File: src/rtl/apb_requester.sv
// apb_requester: single-outstanding APB requester, IDLE -> SETUP -> ACCESS -> IDLE.
// Define APB_TMO_EN to add the wait-state timeout (counter + tmo_limit abort).
module apb_requester #(
  parameter int unsigned ADDR_W = 8,
  parameter int unsigned DATA_W = 8,
  parameter int unsigned TMO_W  = 8
) (
  input  logic              pclk,
  input  logic              preset_n,
  input  logic              cmd_valid,
  output logic              cmd_ready,
  input  logic              cmd_write,
  input  logic [ADDR_W-1:0] cmd_addr,
  input  logic [DATA_W-1:0] cmd_wdata,
  input  logic [TMO_W-1:0]  tmo_limit,
  output logic              rsp_valid,
  output logic [DATA_W-1:0] rsp_rdata,
  output logic              rsp_err,
  output logic              rsp_tmo,
  output logic              busy,
  output logic              psel,
  output logic              penable,
  output logic              pwrite,
  output logic [ADDR_W-1:0] paddr,
  output logic [DATA_W-1:0] pwdata,
  input  logic [DATA_W-1:0] prdata,
  input  logic              pready,
  input  logic              pslverr
);

  typedef enum logic [1:0] {IDLE, SETUP, ACCESS} state_e;

  state_e            state_q, state_d;
  logic              psel_d, penable_d, pwrite_d;
  logic [ADDR_W-1:0] paddr_d;
  logic [DATA_W-1:0] pwdata_d;
  logic              rsp_valid_d, rsp_err_d, rsp_tmo_d;
  logic [DATA_W-1:0] rsp_rdata_d;

`ifdef APB_TMO_EN
  logic [TMO_W-1:0]  cnt_q, cnt_d, cnt_inc;
`else
  logic              unused_tmo_limit;
  assign unused_tmo_limit = ^tmo_limit;
`endif

  // Status decodes straight off the state register
  assign cmd_ready = (state_q == IDLE);
  assign busy      = ~cmd_ready;

  // Next-state and next-output logic
  always_comb begin
    state_d     = state_q;
    psel_d      = psel;
    penable_d   = penable;
    pwrite_d    = pwrite;
    paddr_d     = paddr;
    pwdata_d    = pwdata;
    rsp_valid_d = 1'b0;
    rsp_rdata_d = rsp_rdata;
    rsp_err_d   = rsp_err;
    rsp_tmo_d   = rsp_tmo;
`ifdef APB_TMO_EN
    cnt_d       = cnt_q;
    cnt_inc     = (cnt_q == '1) ? cnt_q : cnt_q + TMO_W'(1);
`endif
    case (state_q)
      IDLE: begin
        if (cmd_valid) begin
          pwrite_d  = cmd_write;
          paddr_d   = cmd_addr;
          pwdata_d  = cmd_wdata;
          psel_d    = 1'b1;
          penable_d = 1'b0;
          state_d   = SETUP;
`ifdef APB_TMO_EN
          cnt_d     = TMO_W'(0);
`endif
        end
      end
      SETUP: begin
        penable_d = 1'b1;
        state_d   = ACCESS;
      end
      ACCESS: begin
        if (pready) begin
          psel_d      = 1'b0;
          penable_d   = 1'b0;
          rsp_valid_d = 1'b1;
          rsp_rdata_d = pwrite ? DATA_W'(0) : prdata;
          rsp_err_d   = pslverr;
          rsp_tmo_d   = 1'b0;
          state_d     = IDLE;
        end else begin
`ifdef APB_TMO_EN
          cnt_d = cnt_inc;
          // Abort on the wait cycle that brings the count up to the live limit
          if ((tmo_limit != TMO_W'(0)) && (cnt_inc >= tmo_limit)) begin
            psel_d      = 1'b0;
            penable_d   = 1'b0;
            rsp_valid_d = 1'b1;
            rsp_rdata_d = DATA_W'(0);
            rsp_err_d   = 1'b1;
            rsp_tmo_d   = 1'b1;
            state_d     = IDLE;
          end
`endif
        end
      end
      default: begin
        psel_d    = 1'b0;
        penable_d = 1'b0;
        state_d   = IDLE;
      end
    endcase
  end

  always_ff @(posedge pclk or negedge preset_n) begin
    if (!preset_n) begin
      state_q   <= IDLE;
      psel      <= 1'b0;
      penable   <= 1'b0;
      pwrite    <= 1'b0;
      paddr     <= ADDR_W'(0);
      pwdata    <= DATA_W'(0);
      rsp_valid <= 1'b0;
      rsp_rdata <= DATA_W'(0);
      rsp_err   <= 1'b0;
      rsp_tmo   <= 1'b0;
    end else begin
      state_q   <= state_d;
      psel      <= psel_d;
      penable   <= penable_d;
      pwrite    <= pwrite_d;
      paddr     <= paddr_d;
      pwdata    <= pwdata_d;
      rsp_valid <= rsp_valid_d;
      rsp_rdata <= rsp_rdata_d;
      rsp_err   <= rsp_err_d;
      rsp_tmo   <= rsp_tmo_d;
    end
  end

`ifdef APB_TMO_EN
  always_ff @(posedge pclk or negedge preset_n) begin
    if (!preset_n) cnt_q <= TMO_W'(0);
    else           cnt_q <= cnt_d;
  end
`endif

endmodule
File: config.mk
export PLATFORM = sky130hd
export DESIGN_NAME = apb_requester
export DESIGN_NICKNAME = d
export VERILOG_FILES = /design/src/rtl/apb_requester.sv
export SDC_FILE = /design/constraint.sdc
export NUM_CORES = 1
export LEC_CHECK = 0
export ABC_CLOCK_PERIOD_IN_PS = 2350
export BUFFER_PORTS_ARGS = -buffer_cell sky130_fd_sc_hd__buf_2
export CAP_MARGIN = 20
export CORE_MARGIN = 2
export CORE_UTILIZATION = 46
export DETAILED_ROUTE_END_ITERATION = 8
export GPL_TIMING_DRIVEN = 1
export PLACE_DENSITY_LB_ADDON = 0.2
export SYNTH_ARGS = -nofsm -noshare
export SYNTH_HDL_FRONTEND = slang
export SYNTH_SLANG_ARGS = --single-unit
File: constraint.sdc
create_clock -name pclk -period 2.35 [get_ports pclk]
set_input_delay 0.47 -clock pclk [delete_from_list [all_inputs] [get_ports pclk]]
set_output_delay 0.47 -clock pclk [all_outputs]
set_load 0.05 [all_outputs]
=== After elaboration in Yosys (flattened, before gate mapping) ===
Cells that the tools add are included.

* Memories: 0
* Input bits: 38
* Bits in registers: 31
* Latch bits: 0
* Word-level logic and storage cells: 31
* Output and inout bits: 32
* Bits in writable memories: 0
* Bits in read-only memories: 0

* Bitwise gates (word level): 2
* Shift-type cells: 0
* Multiplexer cells: 11
* Add/subtract/negate cells: 0
* $lt $le $gt $ge: 0
* Equal/unequal tests: 4
* Reduce and logical (&&, ||, !) cells: 5
* Multiply operators: 0
* Divide/modulo/power cells: 0

{| class="wikitable"
|+ Operators by type and width
! cell !! count
|-
| $mux W8 || 1
|-
| $pmux W1 S3 || 2
|-
| $pmux W2 S3 || 1
|-
| $reduce_and A2 Y1 || 3
|-
| $mux W1 || 5
|-
| $mux W2 || 2
|-
| $ne A2 B2 Y1 const B || 2
|-
| $reduce_and A3 Y1 || 1
|-
| $eq A2 B1 Y1 const B || 1
|-
| $eq A2 B2 Y1 const B || 1
|-
| $logic_not A2 Y1 || 1
|-
| $not A1 Y1 || 2
|}

=== Logic depth before layout (Yosys ltp) ===
Gate-level depths: netlist (run 1).

* Depth after elaboration: 3
* Depth in mapped cells: 6

=== Worst setup path before layout (run 1) ===
OpenSTA, ideal clock, no wires.

* Kind: reg2reg
* From: register state_q[1]
* To: register paddr[6]
* Setup slack: 268 ps
* Clock period less this slack: 2,082 ps
* Cell stages (with the launch flop): 7
* Arrival: 1,957 ps
* Data required time: 2,225 ps
* Buffers on the path: 2
* Library setup time: 125 ps
* Path through: dfrtp_1 or2_4 inv_2 and2_4 buf_6 buf_8 mux2_4

* Word-level cells in the longest chain between the ends: 2

{| class="wikitable"
|+ RTL lines
! element !! line !! source
|-
| start: declaration || 33 || <nowiki>state_e state_q, state_d;</nowiki>
|-
| start signal: assignment || 131 || <nowiki>state_q <= state_d;</nowiki>
|-
| $logic_not A2 Y1 || - ||
|-
| via cmd_ready || 11 || <nowiki>output logic cmd_ready,</nowiki>
|-
| $reduce_and A2 Y1 (no source line) || - ||
|-
| end signal: assignment || 135 || <nowiki>paddr <= paddr_d;</nowiki>
|-
| end: declaration || 24 || <nowiki>output logic [ADDR_W-1:0] paddr,</nowiki>
|}

The timed path passes the listed nets, and every way through them passes these cells.
A chain may end at the register's enable or synchronous reset.

=== Final worst setup path (run 1) ===
* From: register state_q[1]
* To: output port cmd_ready

* Word-level cells in the longest chain between the ends: 1

{| class="wikitable"
|+ RTL lines
! element !! line !! source
|-
| $logic_not A2 Y1 || 48 || <nowiki>assign cmd_ready = (state_q == IDLE);</nowiki>
|-
| end: declaration || 11 ||
|}

No other way between the ends.

==> results of run 1 <==
[registers in the layout (all words and copies together), names as in the netlist]
register,cells
paddr,8
pwdata,8
rsp_rdata,8
state_q,2
psel,1
pwrite,1
rsp_err,1
rsp_valid,1
[area by class of cell]
| type | count | area share |
|---|---|---|
| Sequential cell | 30 | 0.472 |
| Multi-Input combinational cell | 52 | 0.259 |
| Timing Repair Buffer | 60 | 0.189 |
| Clock buffer | 8 | 0.0496 |
| Tap cell | 30 | 0.0236 |
| Inverter | 3 | 0.00708 |
[cells in the mapped netlist]
cell | count | share of area
inv_2 | 1 | 0.0031
nand2b_1 | 8 | 0.041
o21ai_0 | 10 | 0.041
nor2_1 | 1 | 0.0031
nand2_1 | 10 | 0.031
and2_4 | 1 | 0.0072
clkbuf_1 | 1 | 0.0031
a21oi_1 | 1 | 0.0041
mux2_4 | 9 | 0.11
inv_1 | 2 | 0.0062
buf_4 | 1 | 0.0062
buf_6 | 1 | 0.0093
buf_8 | 1 | 0.012
conb_1 | 1 | 0.0031
or2_4 | 1 | 0.0072
mux2_2 | 9 | 0.084
dfrtp_1 | 30 | 0.62
nand3b_1 | 1 | 0.0062
[metal layers]
metal  vias up  GRT usage  part of all wire
met1       398      0.173              0.41
met3         2     0.0539             0.074
met5         -          0                 0
li1        418          -                 -
met4         0     0.0836            0.0072
met2        37      0.291              0.51
[cell families after synthesis]
| kind of cell | after synthesis |
|---|---|
| compound gates | 11 |
| buf+inv | 7 |
| simple gates | 22 |
| flops | 30 |
| mux | 18 |
| other cells | 1 |
[final timing paths]
check / start / cells after the start / end / slack (ns)
worst max register to register: state_q[1] / 4 / pwrite / 0.80
min in group pclk: cmd_wdata[4] / 2 / pwdata[4] / 0.39
max in group asynchronous: preset_n / 1 / paddr[2] / 1.76
worst min-delay path: preset_n / 1 / paddr[5] / 0.17
worst min register to register: rsp_rdata[4] / 2 / rsp_rdata[4] / 0.48
worst max-delay path: state_q[1] / 3 / cmd_ready / 0.57
[per-stage QoR]
stage	utilization	cell area, um2	worst slack, ns	hold WS (ns)	std cells
CTS	0.642	1590	0.546	0.187	183
finish	0.642	1590	0.568	0.171	183
global route	0.642	1590	0.485	0.215	183
global placement	0.610	1510	0.831	0.456	175
floorplan	-	1210	0.268	0.174	89
detailed placement	0.610	1510	0.791	0.468	175
[cells in the final DEF (no fill, tap or decap)]
master and n:
a21oi_1 1, and2_4 1, buf_2 60, clkbuf_4 5, clkbuf_8 3, conb_1 1, dfrtp_1 30, inv_1 2
inv_2 1, mux2_2 9, mux2_4 9, nand2_1 10, nand2b_1 8, nand3b_1 1, nor2_1 1, o21ai_0 10
or2_4 1
==> run metrics, run 1 <==
antenna viol nets, final 0; Cell Area, Synth 0.00121 mm2; die area 0.00306 mm2; worst-path maximum fanout 6; CTS tree built; Slew Viols, Final 0; Syn Inst Count 89; Placer Congestion 0.743; Worst setup EP type primary output; post-CTS setup buffers 0; critical path class reg2out; initial antenna violation count 0; Cell Chain, Critical Path or2_4 -> inv_2 -> buf_2; IO buf count 60; status complete, no violations; DRC violations left 0; number of fill cells 220; total iterations of the first detailed-routing run 4; Resize count post-CTS 0; 1st-iter DRT viols 24; root buffer cell clkbuf_4; FF+latch count, synth 30; fmax 0.561 GHz; Yosys warnings 0; hold buffer count at CTS 0; Slew @ Worst Pin 0.637 ns; clock tree sinks 30; largest delay contributor family on the critical path flip-flops; largest net degree at the start of global routing 31; gr ovfl total 0; die width 55.3 um; Crit path required time 1.88 ns; # IOs 70; Critical Path AT 1.31 ns; mux cell area share after synthesis 0.195; vias per cell 4.67; WL final 2220 um; clock slew at reported path FFs 0.09 ns; CP Launch Type register; post-DR wirelength/cell 12.1 um; HP Class in2async; Adder-Cell Fraction of Synth Area 0; clk_lat worst skew 0.31 ns; largest family of logic cells by synthesized area multiplexers; Initial Util 0.489; Vias 855; simple-gate area share of the yosys netlist 0.0961; # setup viols final 0; Post-Synth XOR/XNOR Area 0; TNS Setup 0 ns; complex-gate fraction of the synthesized area 0.0455; CP max stage cell dfrtp_1; vias in the first global route 903; Hold Vio Cnt, Final 0; Inserted Diodes 0; clk buf depth 2; global-route wire length before repair 3850 um; floorplan row count 18; Clock Skews 0.00575 ns; Max Cap Viol 0; number of library cell types mapped by synthesis 18; H-tree levels 2; total track usage 0.165; register area 751 um2; RSZ-0062 raised after global routing false; Final #Nets 190; share of layout cells above drive strength 1 0.582; Max-slew headroom 0.575; DP Wirelength 1660 um; core area 0.00248 mm2; syn_area_per_cell 13.6 um2; cts bufs inserted 5; Layout area overhead 31.3%; Worst Path Buf+Inv 2; fin crit share 0.758; Die H 55.3 um; sequential share of the synthesized area 0.620; CP max stage delay 0.43 ns; area of the multi-input gates 412 um2; Post-Syn Nets 127; min Tclk post-route 1.78 ns
Power of run 1 is left out: the tool's default activity adds up to more than one toggle a clock period on the data nets, which glitch-free logic cannot reach.
==> run 2, diff against run 1 <==
--- a/config.mk
+++ b/config.mk
@@ -5,11 +5,11 @@
 export SDC_FILE = /design/constraint.sdc
 export NUM_CORES = 1
 export LEC_CHECK = 0
-export ABC_CLOCK_PERIOD_IN_PS = 2350
+export ABC_CLOCK_PERIOD_IN_PS = 1400
 export BUFFER_PORTS_ARGS = -buffer_cell sky130_fd_sc_hd__buf_2
 export CAP_MARGIN = 20
 export CORE_MARGIN = 2
-export CORE_UTILIZATION = 46
+export CORE_UTILIZATION = 38
 export DETAILED_ROUTE_END_ITERATION = 8
 export GPL_TIMING_DRIVEN = 1
 export PLACE_DENSITY_LB_ADDON = 0.2
==> constraint.sdc (replaced) <==
create_clock -name pclk -period 1.4 [get_ports pclk]
set_input_delay 0.28 -clock pclk [delete_from_list [all_inputs] [get_ports pclk]]
set_output_delay 0.28 -clock pclk [all_outputs]
set_load 0.05 [all_outputs]
==> run metrics, run 2 (synthesis results as in run 1) <==
CP Launch Type register; global-route wire length before repair 3870 um; clock slew at reported path FFs 0.09 ns; clk buf depth 2; clk_lat worst skew 0.32 ns; number of fill cells 265; Worst Path Buf+Inv 2; setup ws final -0.0736 ns; clock tree sinks 30; fin area 0.00179 mm2; initial antenna violation count 0; largest delay contributor family on the critical path simple AND/OR/NAND/NOR gates; IO buf count 60; Die H 60.5 um; CTS tree built; area of the multi-input gates 438 um2; total track usage 0.150; Hold Vio Cnt, Final 0; DP Wirelength 1700 um; H-tree levels 2; antenna viol nets, final 0; Cell Chain, Critical Path or2_4 -> inv_8 -> and2_4 -> buf_12 -> mux2_4; Initial Util 0.397; Slew Viols, Final 0; RSZ-0062 raised after global routing true; worst-path maximum fanout 10; Inserted Diodes 0; Clock Skews 0.00703 ns; Max Cap Viol 0; vias per cell 4.34; cts bufs inserted 5; Crit path required time 1.61 ns; Placer Congestion 0.611; WL final 2500 um; share of layout cells above drive strength 1 0.618; Worst setup EP type register; # IOs 70; CP max stage cell dfrtp_2; Layout area overhead 48.1%; DRC violations left 0; status complete, but fails checks; commonest non-fill, non-tap cell in the layout buf_2; floorplan row count 20; 1st-iter DRT viols 51; vias in the first global route 842; CP max stage delay 0.41 ns; gr ovfl total 0; fmax 0.679 GHz; root buffer cell clkbuf_4; post-DR wirelength/cell 11.9 um; min Tclk post-route 1.47 ns; register area 753 um2; failing checks setup timing; Vias 908; biggest regs paddr (8), pwdata (8), rsp_rdata (8); largest net degree at the start of global routing 19; die area 0.00365 mm2; commonest non-fill, non-tap cells in the layout buf_2, dfrtp_1, mux2_4; core area 0.00305 mm2; HP Class in2reg; Final #Nets 202; critical path class reg2reg; Critical Path AT 1.69 ns; # setup viols final 19; Finished Core Util 0.588; die width 60.5 um; placed inst area 0.00157 mm2; total iterations of the first detailed-routing run 2; fin crit share 1.05
==> run 2: changes by cell type in the layout (fill, tap and decap cells not counted) <==
cell and delta:
dlygate4sd3_1 +1, mux2_2 -7, inv_8 +1, dfrtp_2 +2, buf_12 +2, buf_2 -4
buf_4 +8, buf_6 +4, dfrtp_1 -2, inv_2 -1, mux2_4 +7, buf_8 +1
==> run 2: repair_timing <==
| action | CTS | global route |
|---|---|---|
| gates cloned | 0 | 0 |
| setup endpoints to repair | 20 | 21 |
| buffers inserted | 7 | 1 |
| hold endpoints to repair | 15 | 0 |
| hold buffers | 1 | 0 |
| gates resized for setup | 12 | 8 |
==> run 2: area by class of cell <==
cell class,count,area share
Inverter,3,0.0105
Timing Repair Buffer,72,0.251
Tap cell,44,0.0307
Clock buffer,8,0.0439
Multi-Input combinational cell,52,0.244
Sequential cell,30,0.420
==> run 2: worst register-to-register path: stages, from the launching register on <==
cell	delay, ns
dfrtp_2	0.41
or2_4	0.26
inv_8	0.06
and2_4	0.18
buf_12	0.15
mux2_4	0.31
==> run 2: stage by stage <==
step                hold WS (ns)  TNS [ns]  cells  setup WS (ns)
floorplan                -0.0156     -6.39     89         -0.426
global placement           0.205     -1.83    192         -0.131
detailed placement         0.207     -2.11    192         -0.165
CTS                        0.165     -1.01    208         -0.117
global route               0.155     -1.68    209         -0.110
finish                     0.179    -0.989    209        -0.0736
==> run 2: path summary, 6_finish.rpt <==
kind	from	endpoint	slack (ns)	cells after the start
min in group asynchronous	preset_n	state_q[0]	0.39	2
max in group asynchronous	preset_n	pwdata[5]	0.50	3
setup / recovery	state_q[1]	paddr[5]	-0.07	5
hold reg to reg	rsp_rdata[1]	rsp_rdata[1]	0.48	2
setup reg to reg	state_q[1]	paddr[5]	-0.07	5
hold / removal	pslverr	rsp_err	0.18	2
==> run 2: layer usage <==
layer / global-route usage / wire [um]
met1: 0.172 / 987
met2: 0.241 / 1210
met3: 0.0533 / 257
met4: 0.0932 / 42
met5: 0 / 0
Power of run 2 is left out for the same reason.
